$ cat src/rtl/rd53_sync_fe_pkg.sv
// Shared types for the synchronous front-end ToT controller: FSM states,
// hit record layout and default field widths.
package rd53_sync_fe_pkg;

   localparam int TOT_W_DEF  = 4;
   localparam int BCID_W_DEF = 8;

   typedef enum logic [1:0] {
      ACQ   = 2'd0,
      TOT   = 2'd1,
      AZ    = 2'd2,
      GUARD = 2'd3
   } sync_fe_state_t;

   typedef struct packed {
      logic [TOT_W_DEF-1:0]  tot;
      logic [BCID_W_DEF-1:0] ts;
   } hit_rec_t;

   // States in which the discriminator is blind and auto-zero requests are absorbed.
   function automatic logic az_busy(sync_fe_state_t s);
      return (s == AZ) || (s == GUARD);
   endfunction

endpackage

$ cat src/rtl/rd53_sync_fe_tot_ctrl_if.sv
// Hit record handshake between the pixel back-end and the pixel-region buffer.
interface rd53_sync_fe_tot_ctrl_if #(
   parameter int TOT_W  = 4,
   parameter int BCID_W = 8
);
   logic              valid;
   logic              ready;
   logic [TOT_W-1:0]  tot;
   logic [BCID_W-1:0] ts;

   modport master (output valid, output tot, output ts, input ready);
   modport slave  (input valid, input tot, input ts, output ready);
endinterface

$ cat src/rtl/rd53_az_sched.sv
// Auto-zero scheduler: free-running period counter plus the pending flag that
// the FSM consumes when it next has a quiet ACQ cycle.
module rd53_az_sched #(
   parameter int AZ_PERIOD = 1000
) (
   input  logic clk_i,
   input  logic rst_i,
   input  logic az_req_i,
   input  logic busy_i,
   input  logic az_enter_i,
   output logic az_pending_o
);
   localparam int PER_W = (AZ_PERIOD > 1) ? $clog2(AZ_PERIOD) : 1;

   logic [PER_W-1:0] per_q, per_d;
   logic             tick;
   logic             pend_q, pend_d;

   generate
      if (AZ_PERIOD > 0) begin : g_per
         always_comb begin
            tick  = (per_q == PER_W'(AZ_PERIOD - 1));
            per_d = tick ? '0 : per_q + 1'b1;
         end
      end else begin : g_no_per
         always_comb begin
            tick  = 1'b0;
            per_d = '0;
         end
      end
   endgenerate

   // Entry to AZ wins over a same-cycle request; requests while busy are dropped.
   always_comb begin
      pend_d = pend_q;
      if (az_enter_i)
         pend_d = 1'b0;
      else if (!busy_i && (az_req_i || tick))
         pend_d = 1'b1;
   end

   always_ff @(posedge clk_i or posedge rst_i) begin
      if (rst_i) begin
         per_q  <= '0;
         pend_q <= 1'b0;
      end else begin
         per_q  <= per_d;
         pend_q <= pend_d;
      end
   end

   assign az_pending_o = pend_q;

endmodule

$ cat src/rtl/rd53_sync_fe_tot_ctrl.sv
// Per-pixel back-end for the synchronous AFE: auto-zero/strobe sequencing,
// saturating ToT measurement with leading-edge BCID and a one-deep hit register.
module rd53_sync_fe_tot_ctrl
   import rd53_sync_fe_pkg::*;
#(
   parameter int TOT_W     = TOT_W_DEF,
   parameter int BCID_W    = BCID_W_DEF,
   parameter int AZ_PERIOD = 1000,
   parameter int AZ_WIDTH  = 4,
   parameter int AZ_GUARD  = 2
) (
   input  logic                    clk_i,
   input  logic                    rst_i,
   input  logic                    en_i,
   input  logic                    disc_i,
   input  logic [BCID_W-1:0]       bcid_i,
   input  logic                    az_req_i,
   output logic                    phi_az_o,
   output logic                    strobe_o,
   output logic                    ovf_o,
   rd53_sync_fe_tot_ctrl_if.master hit_o
);
   localparam int CNT_MAX = (AZ_WIDTH > AZ_GUARD) ? AZ_WIDTH : AZ_GUARD;
   localparam int CNT_W   = $clog2(CNT_MAX + 1);

   sync_fe_state_t    state_q, state_d;
   logic [CNT_W-1:0]  cnt_q, cnt_d;
   logic              prev_q, prev_d;
   logic [TOT_W-1:0]  tot_q, tot_d;
   logic [BCID_W-1:0] ts_q, ts_d;
   logic              phi_q, strobe_q;
   logic              vld_q, ovf_q;
   logic [TOT_W-1:0]  otot_q;
   logic [BCID_W-1:0] ots_q;
   logic              az_pending, az_enter, emit, pop;

   rd53_az_sched #(.AZ_PERIOD(AZ_PERIOD)) u_az_sched (
      .clk_i        (clk_i),
      .rst_i        (rst_i),
      .az_req_i     (az_req_i),
      .busy_i       (az_busy(state_q)),
      .az_enter_i   (az_enter),
      .az_pending_o (az_pending)
   );

   always_comb begin
      state_d  = state_q;
      cnt_d    = cnt_q;
      prev_d   = disc_i;
      tot_d    = tot_q;
      ts_d     = ts_q;
      emit     = 1'b0;
      az_enter = 1'b0;
      unique case (state_q)
         ACQ: begin
            if (en_i && disc_i && !prev_q) begin
               state_d = TOT;
               ts_d    = bcid_i;
               tot_d   = TOT_W'(1);
            end else if (az_pending) begin
               state_d  = AZ;
               cnt_d    = CNT_W'(AZ_WIDTH);
               az_enter = 1'b1;
            end
         end
         TOT: begin
            if (!disc_i) begin
               state_d = ACQ;
               emit    = 1'b1;
            end else if (tot_q != '1) begin
               tot_d = tot_q + 1'b1;
            end
         end
         AZ: begin
            prev_d = 1'b1;
            if (cnt_q <= CNT_W'(1)) begin
               if (AZ_GUARD == 0) begin
                  state_d = ACQ;
               end else begin
                  state_d = GUARD;
                  cnt_d   = CNT_W'(AZ_GUARD);
               end
            end else begin
               cnt_d = cnt_q - 1'b1;
            end
         end
         GUARD: begin
            // A pulse still high when ACQ resumes must not look like a leading edge.
            prev_d = 1'b1;
            if (cnt_q <= CNT_W'(1))
               state_d = ACQ;
            else
               cnt_d = cnt_q - 1'b1;
         end
      endcase
   end

   always_ff @(posedge clk_i or posedge rst_i) begin
      if (rst_i) begin
         state_q <= AZ;
         cnt_q   <= CNT_W'(AZ_WIDTH);
         prev_q  <= 1'b1;
         tot_q   <= '0;
         ts_q    <= '0;
      end else begin
         state_q <= state_d;
         cnt_q   <= cnt_d;
         prev_q  <= prev_d;
         tot_q   <= tot_d;
         ts_q    <= ts_d;
      end
   end

   // AFE controls are registered copies of the current state, so they trail it by a cycle.
   always_ff @(posedge clk_i or posedge rst_i) begin
      if (rst_i) begin
         phi_q    <= 1'b0;
         strobe_q <= 1'b0;
      end else begin
         phi_q    <= (state_q == AZ);
         strobe_q <= (state_q == ACQ) || (state_q == TOT);
      end
   end

   assign pop = vld_q && hit_o.ready;

   always_ff @(posedge clk_i or posedge rst_i) begin
      if (rst_i) begin
         vld_q  <= 1'b0;
         ovf_q  <= 1'b0;
         otot_q <= '0;
         ots_q  <= '0;
      end else begin
         ovf_q <= 1'b0;
         if (emit && (!vld_q || pop)) begin
            vld_q  <= 1'b1;
            otot_q <= tot_q;
            ots_q  <= ts_q;
         end else if (emit) begin
            ovf_q <= 1'b1;
         end else if (pop) begin
            vld_q <= 1'b0;
         end
      end
   end

   assign phi_az_o    = phi_q;
   assign strobe_o    = strobe_q;
   assign ovf_o       = ovf_q;
   assign hit_o.valid = vld_q;
   assign hit_o.tot   = otot_q;
   assign hit_o.ts    = ots_q;

endmodule

$ cat src/flat_wrapper.sv
// flat-port wrapper written by rule: the top's interface ports become plain ports
module rd53_sync_fe_tot_ctrl_flat import rd53_sync_fe_pkg::*;
#(
   parameter int TOT_W     = TOT_W_DEF,
   parameter int BCID_W    = BCID_W_DEF,
   parameter int AZ_PERIOD = 1000,
   parameter int AZ_WIDTH  = 4,
   parameter int AZ_GUARD  = 2
)
  (clk_i, rst_i, en_i, disc_i, bcid_i, az_req_i, phi_az_o, strobe_o, ovf_o, hit_o_valid, hit_o_tot, hit_o_ts, hit_o_ready);
  rd53_sync_fe_tot_ctrl_if #(.TOT_W(TOT_W), .BCID_W(BCID_W)) hit_o_i ();
  input  logic clk_i;
  input  logic rst_i;
  input  logic en_i;
  input  logic disc_i;
  input  logic [BCID_W-1:0] bcid_i;
  input  logic az_req_i;
  output logic phi_az_o;
  output logic strobe_o;
  output logic ovf_o;
  output wire logic [$bits(hit_o_i.valid)-1:0] hit_o_valid;
  output wire logic [$bits(hit_o_i.tot)-1:0] hit_o_tot;
  output wire logic [$bits(hit_o_i.ts)-1:0] hit_o_ts;
  input wire logic [$bits(hit_o_i.ready)-1:0] hit_o_ready;
  assign hit_o_valid = hit_o_i.valid;
  assign hit_o_tot = hit_o_i.tot;
  assign hit_o_ts = hit_o_i.ts;
  assign hit_o_i.ready = hit_o_ready;
  rd53_sync_fe_tot_ctrl #(.TOT_W(TOT_W), .BCID_W(BCID_W), .AZ_PERIOD(AZ_PERIOD), .AZ_WIDTH(AZ_WIDTH), .AZ_GUARD(AZ_GUARD)) u_core (.clk_i(clk_i), .rst_i(rst_i), .en_i(en_i), .disc_i(disc_i), .bcid_i(bcid_i), .az_req_i(az_req_i), .phi_az_o(phi_az_o), .strobe_o(strobe_o), .ovf_o(ovf_o), .hit_o(hit_o_i));
endmodule
$ cat config.mk
export PLATFORM = sky130hd
export DESIGN_NAME = rd53_sync_fe_tot_ctrl_flat
export DESIGN_NICKNAME = d
export VERILOG_FILES = /design/src/rtl/rd53_sync_fe_pkg.sv /design/src/rtl/rd53_sync_fe_tot_ctrl_if.sv /design/src/rtl/rd53_az_sched.sv /design/src/rtl/rd53_sync_fe_tot_ctrl.sv /design/src/flat_wrapper.sv
export SDC_FILE = /design/constraint.sdc
export NUM_CORES = 1
export LEC_CHECK = 0
export BUFFER_PORTS_ARGS = -buffer_cell sky130_fd_sc_hd__buf_2
export CORE_UTILIZATION = 55
export DETAILED_ROUTE_END_ITERATION = 8
export PLACE_DENSITY = 0.77
export SLEW_MARGIN = 20
export SYNTH_ARGS = -nofsm -noshare
export SYNTH_HDL_FRONTEND = slang
export SYNTH_SLANG_ARGS = --single-unit
$ cat constraint.sdc
create_clock -name clk_i -period 2 [get_ports clk_i]
set_input_delay 0.6 -clock clk_i [delete_from_list [all_inputs] [get_ports clk_i]]
set_output_delay 0.6 -clock clk_i [all_outputs]
set_load 0.005 [all_outputs]
==> summary.txt <==
Die
  – Core Area: 0.00336 mm^2
  – Die Span Y: 61.6 um
  – Starting density of the core: 58.1%
  – DIE AREA: 0.00380 mm^2
  – DIE WIDTH: 61.6 um
  – Rows: 21
  – IO Pins: 30

Logic synthesis
  – Seq/Total Area, Yosys: 57.8%
  – Synthesized area: 0.00195 mm^2
  – Primary FF master, synth: dfrtp_1
  – Yosys warns: 0
  – Fraction of registers with async set or reset after synthesis: 100%
  – Number of enable flip-flop cells after synthesis: 0
  – Syn_area_per_cell: 12.1 um^2
  – Cells after Synth: 162
  – Mapped Nets: 180
  – Yosys reg bits: 45
  – Area contributors post-synth: dfrtp_1, mux2_2, dfstp_2
  – Yosys top cell by area: dfrtp_1
  – Distinct cells, synth: 41
  – Post-synth top area share: 53.8%

Global route
  – Pin count of the biggest net entering global routing: 46
  – Global route overflow: 0
  – Vias in the first global route: 1286
  – Antenna violations before repair: 0
  – Overall Global Routing Usage: 21.9%
  – Global-route wire length before repair: 5.89 mm

Power and ir drop
  – P_sw: 886 uW
  – Sequential share of power: 54.2%
  – PD cells: 1190 mW/mm^2
  – Int Power: 1.77 mW
  – Clk pwr share: 17.5%
  – VDD IR max: 0.804 mV
  – Switching part of the total: 33.4%
  – Comb power frac: 28.3%
  – Leakage power: 1.09 nW

Detailed routing
  – Drt pass-1 iters: 4
  – Drt total wl: 3.60 mm
  – DR vias: 1384
  – DRC Markers: 0
  – Antenna Violating Nets Remaining: 0
  – Wirelength per Cell: 14.7 um
  – Starting DRT DRC Count: 84
  – Via density: 5.65

Critical path
  – Worst Path Required: 2.30 ns
  – Worst-path maximum fanout: 4
  – CP Capture Type: flop
  – Most used cell, CP: or3_1
  – Worst path cell trace: inv_1 -> ha_1 -> o21ba_2 -> or3_1 -> or3_1 -> o211ai_2
  – Crit path launch type: flop
  – Critical path class: reg -> reg
  – Critical Path Max Stage Delay: 0.43 ns
  – Slowest CP cell: dfrtp_1
  – R2R depth: 6
  – CP arrival: 1.98 ns

Timing
  – Period utilization: 84.1%
  – Worst rel slew slack: 63.6%
  – Worst-margin pin slew: 0.545 ns
  – Skew final: 0.00913 ns
  – Fin crit period: 1.68 ns
  – F_max: 595 MHz
  – Setup ws final: 0.319 ns
  – Fin. max-slew vios: 0
  – Final setup viols: 0
  – Setup tns final: 0 ns
  – Unrepaired setup endpoints after global routing: false
  – Final Hold Viols: 0

Place
  – Placer congestion estimate: 0.824
  – Placed instance area: 0.00216 mm^2
  – Post-DP HPWL: 2.60 mm
  – I/O Buffers: 29
  – Placed insts: 237
  – Setup WS pre-CTS: 0.215 ns

Clock network
  – Post-CTS Repair Setup Buffers: 0
  – CTS sink cnt: 45
  – Clock latency at the later pin of the worst-skew pair: 0.37 ns
  – CTS H-Tree Depth: 2
  – Clk Tree Root Cell: clkbuf_4
  – CTS buffer count: 5
  – Post-CTS Hold Buffers: 0
  – Clock tree buffer depth: 2
  – CTS resizes: 0
  – CTS tree: built
  – Clock transition at path regs: 0.14 ns

Flow run
  – Max-cap violations: 0

Worst hold path
  – Min-delay worst type: in -> async

Layout
  – Layout cell share with drive strength beyond 1: 31.2%
  – Finished Core Util: 66.1%
  – Area grow syn2layout: 13.7%
  – Layout Cells excl Fill: 245
  – Design area: 0.00222 mm^2
  – Most frequent cells in the layout: dfrtp_1, buf_2, nor2_1
  – Ant diodes: 0
  – Fin nets: 216
  – Most common cell after layout, fill and taps aside: dfrtp_1

Status
  – Status: completed
through the flow:
step	power (mW)	hold slack, ns
after floorplan	1.93	0.433
after CTS	2.67	0.349
after global routing	2.85	0.380
after global placement	2.14	0.450
final	2.65	0.342
after detailed placement	2.21	0.450
flip-flops by register name, summed over array words and instances, names as in the netlist:
| register | flops |
|---|---|
| u_core.u_az_sched.per_q | 10 |
| u_core.hit_o.ts | 8 |
| u_core.ts_q | 8 |
| u_core.hit_o.tot | 4 |
| u_core.tot_q | 4 |
| u_core.cnt_q | 3 |
| u_core.state_q | 2 |
| u_core.hit_o.valid | 1 |
| u_core.ovf_o | 1 |
| u_core.phi_az_o | 1 |
| u_core.prev_q | 1 |
| u_core.strobe_o | 1 |
| u_core.u_az_sched.az_pending_o | 1 |
path summary, 6_finish.rpt:
path                                                            from  slack [ns]                              endpoint
min in group clk_i                                         bcid_i[5]        0.45            u_core.ts_q[5]$_DFFE_PP0N_
worst max-delay path                     u_core.cnt_q[1]$_DFFE_PP0P_        0.32           u_core.cnt_q[0]$_DFFE_PP0P_
worst max register to register           u_core.cnt_q[1]$_DFFE_PP0P_        0.32           u_core.cnt_q[0]$_DFFE_PP0P_
worst min register to register  u_core.u_az_sched.per_q[0]$_DFF_PP0_        0.47  u_core.u_az_sched.per_q[0]$_DFF_PP0_
worst min-delay path                                           rst_i        0.34        u_core.hit_o.ts[5]$_DFFE_PP0P_
max in group asynchronous                                      rst_i        1.27         u_core.state_q[1]$_DFFE_PP1P_
per-layer routing:
| layer | track usage (%) | vias to the layer above | share of wire [%] | wire length (um) |
|---|---|---|---|---|
| met5 | 0 | - | 0 | 0 |
| met4 | 9.84 | 0 | 2.2 | 81 |
| met3 | 6.51 | 10 | 4.4 | 158 |
| met2 | 33.5 | 39 | 48 | 1730 |
| met1 | 29.0 | 685 | 45 | 1630 |
| li1 | - | 650 | - | - |
cell type report:
cell class | count | area, um^2
inverter | 8 | 30.0
multi-input combinational | 107 | 782
sequential | 45 | 1130
clock buffer | 5 | 37.5
timing repair buffer | 31 | 160
tap | 46 | 57.6
clock inverter | 3 | 25.0
fill | 277 | 1140
synth_stat cells, types with 3 or more instances:
cell type and count:
dfrtp_1 42, nor2_1 16, mux2_2 13, nand2_1 9, inv_1 7, mux2_1 7, a21oi_1 5, nand3_1 5
ha_1 4, nand2b_1 4, nand4_1 4, nor3_1 4, dfstp_2 3, o21bai_1 3
cells by family (layout without fill, tap and decap cells):
| kind of cell | Yosys count | after routing | synth area share [%] |
|---|---|---|---|
| AND/OR/NAND/NOR | 55 | 55 | 14.9 |
| adder cells (fa/ha/maj) | 4 | 4 | 2.56 |
| XOR/XNOR | 4 | 4 | 1.79 |
| multiplexers | 20 | 20 | 11.5 |
| buffers and inverters | 10 | 47 | 2.18 |
| flip-flops | 45 | 45 | 57.8 |
| AO/OA/AOI/OAI | 24 | 24 | 9.22 |
critical path, delay by kind of cell (launching register included):
family / cells / cell delay (ns)
fa+ha+maj: 1 / 0.14
compound gates: 2 / 0.23
simple gates: 2 / 0.71
buf+inv: 1 / 0.10
flops: 1 / 0.43
power by group through the flow:
| stage | logic [mW] | clock network, mW | registers [mW] |
|---|---|---|---|
| after floorplan | 0.533 | 0 | 1.40 |
| after global placement | 0.706 | 0 | 1.44 |
| after detailed placement | 0.751 | 0 | 1.46 |
| after CTS | 0.754 | 0.479 | 1.44 |
| after global routing | 0.851 | 0.517 | 1.49 |
| final | 0.751 | 0.463 | 1.44 |
Power figures use the tool's default switching activity.
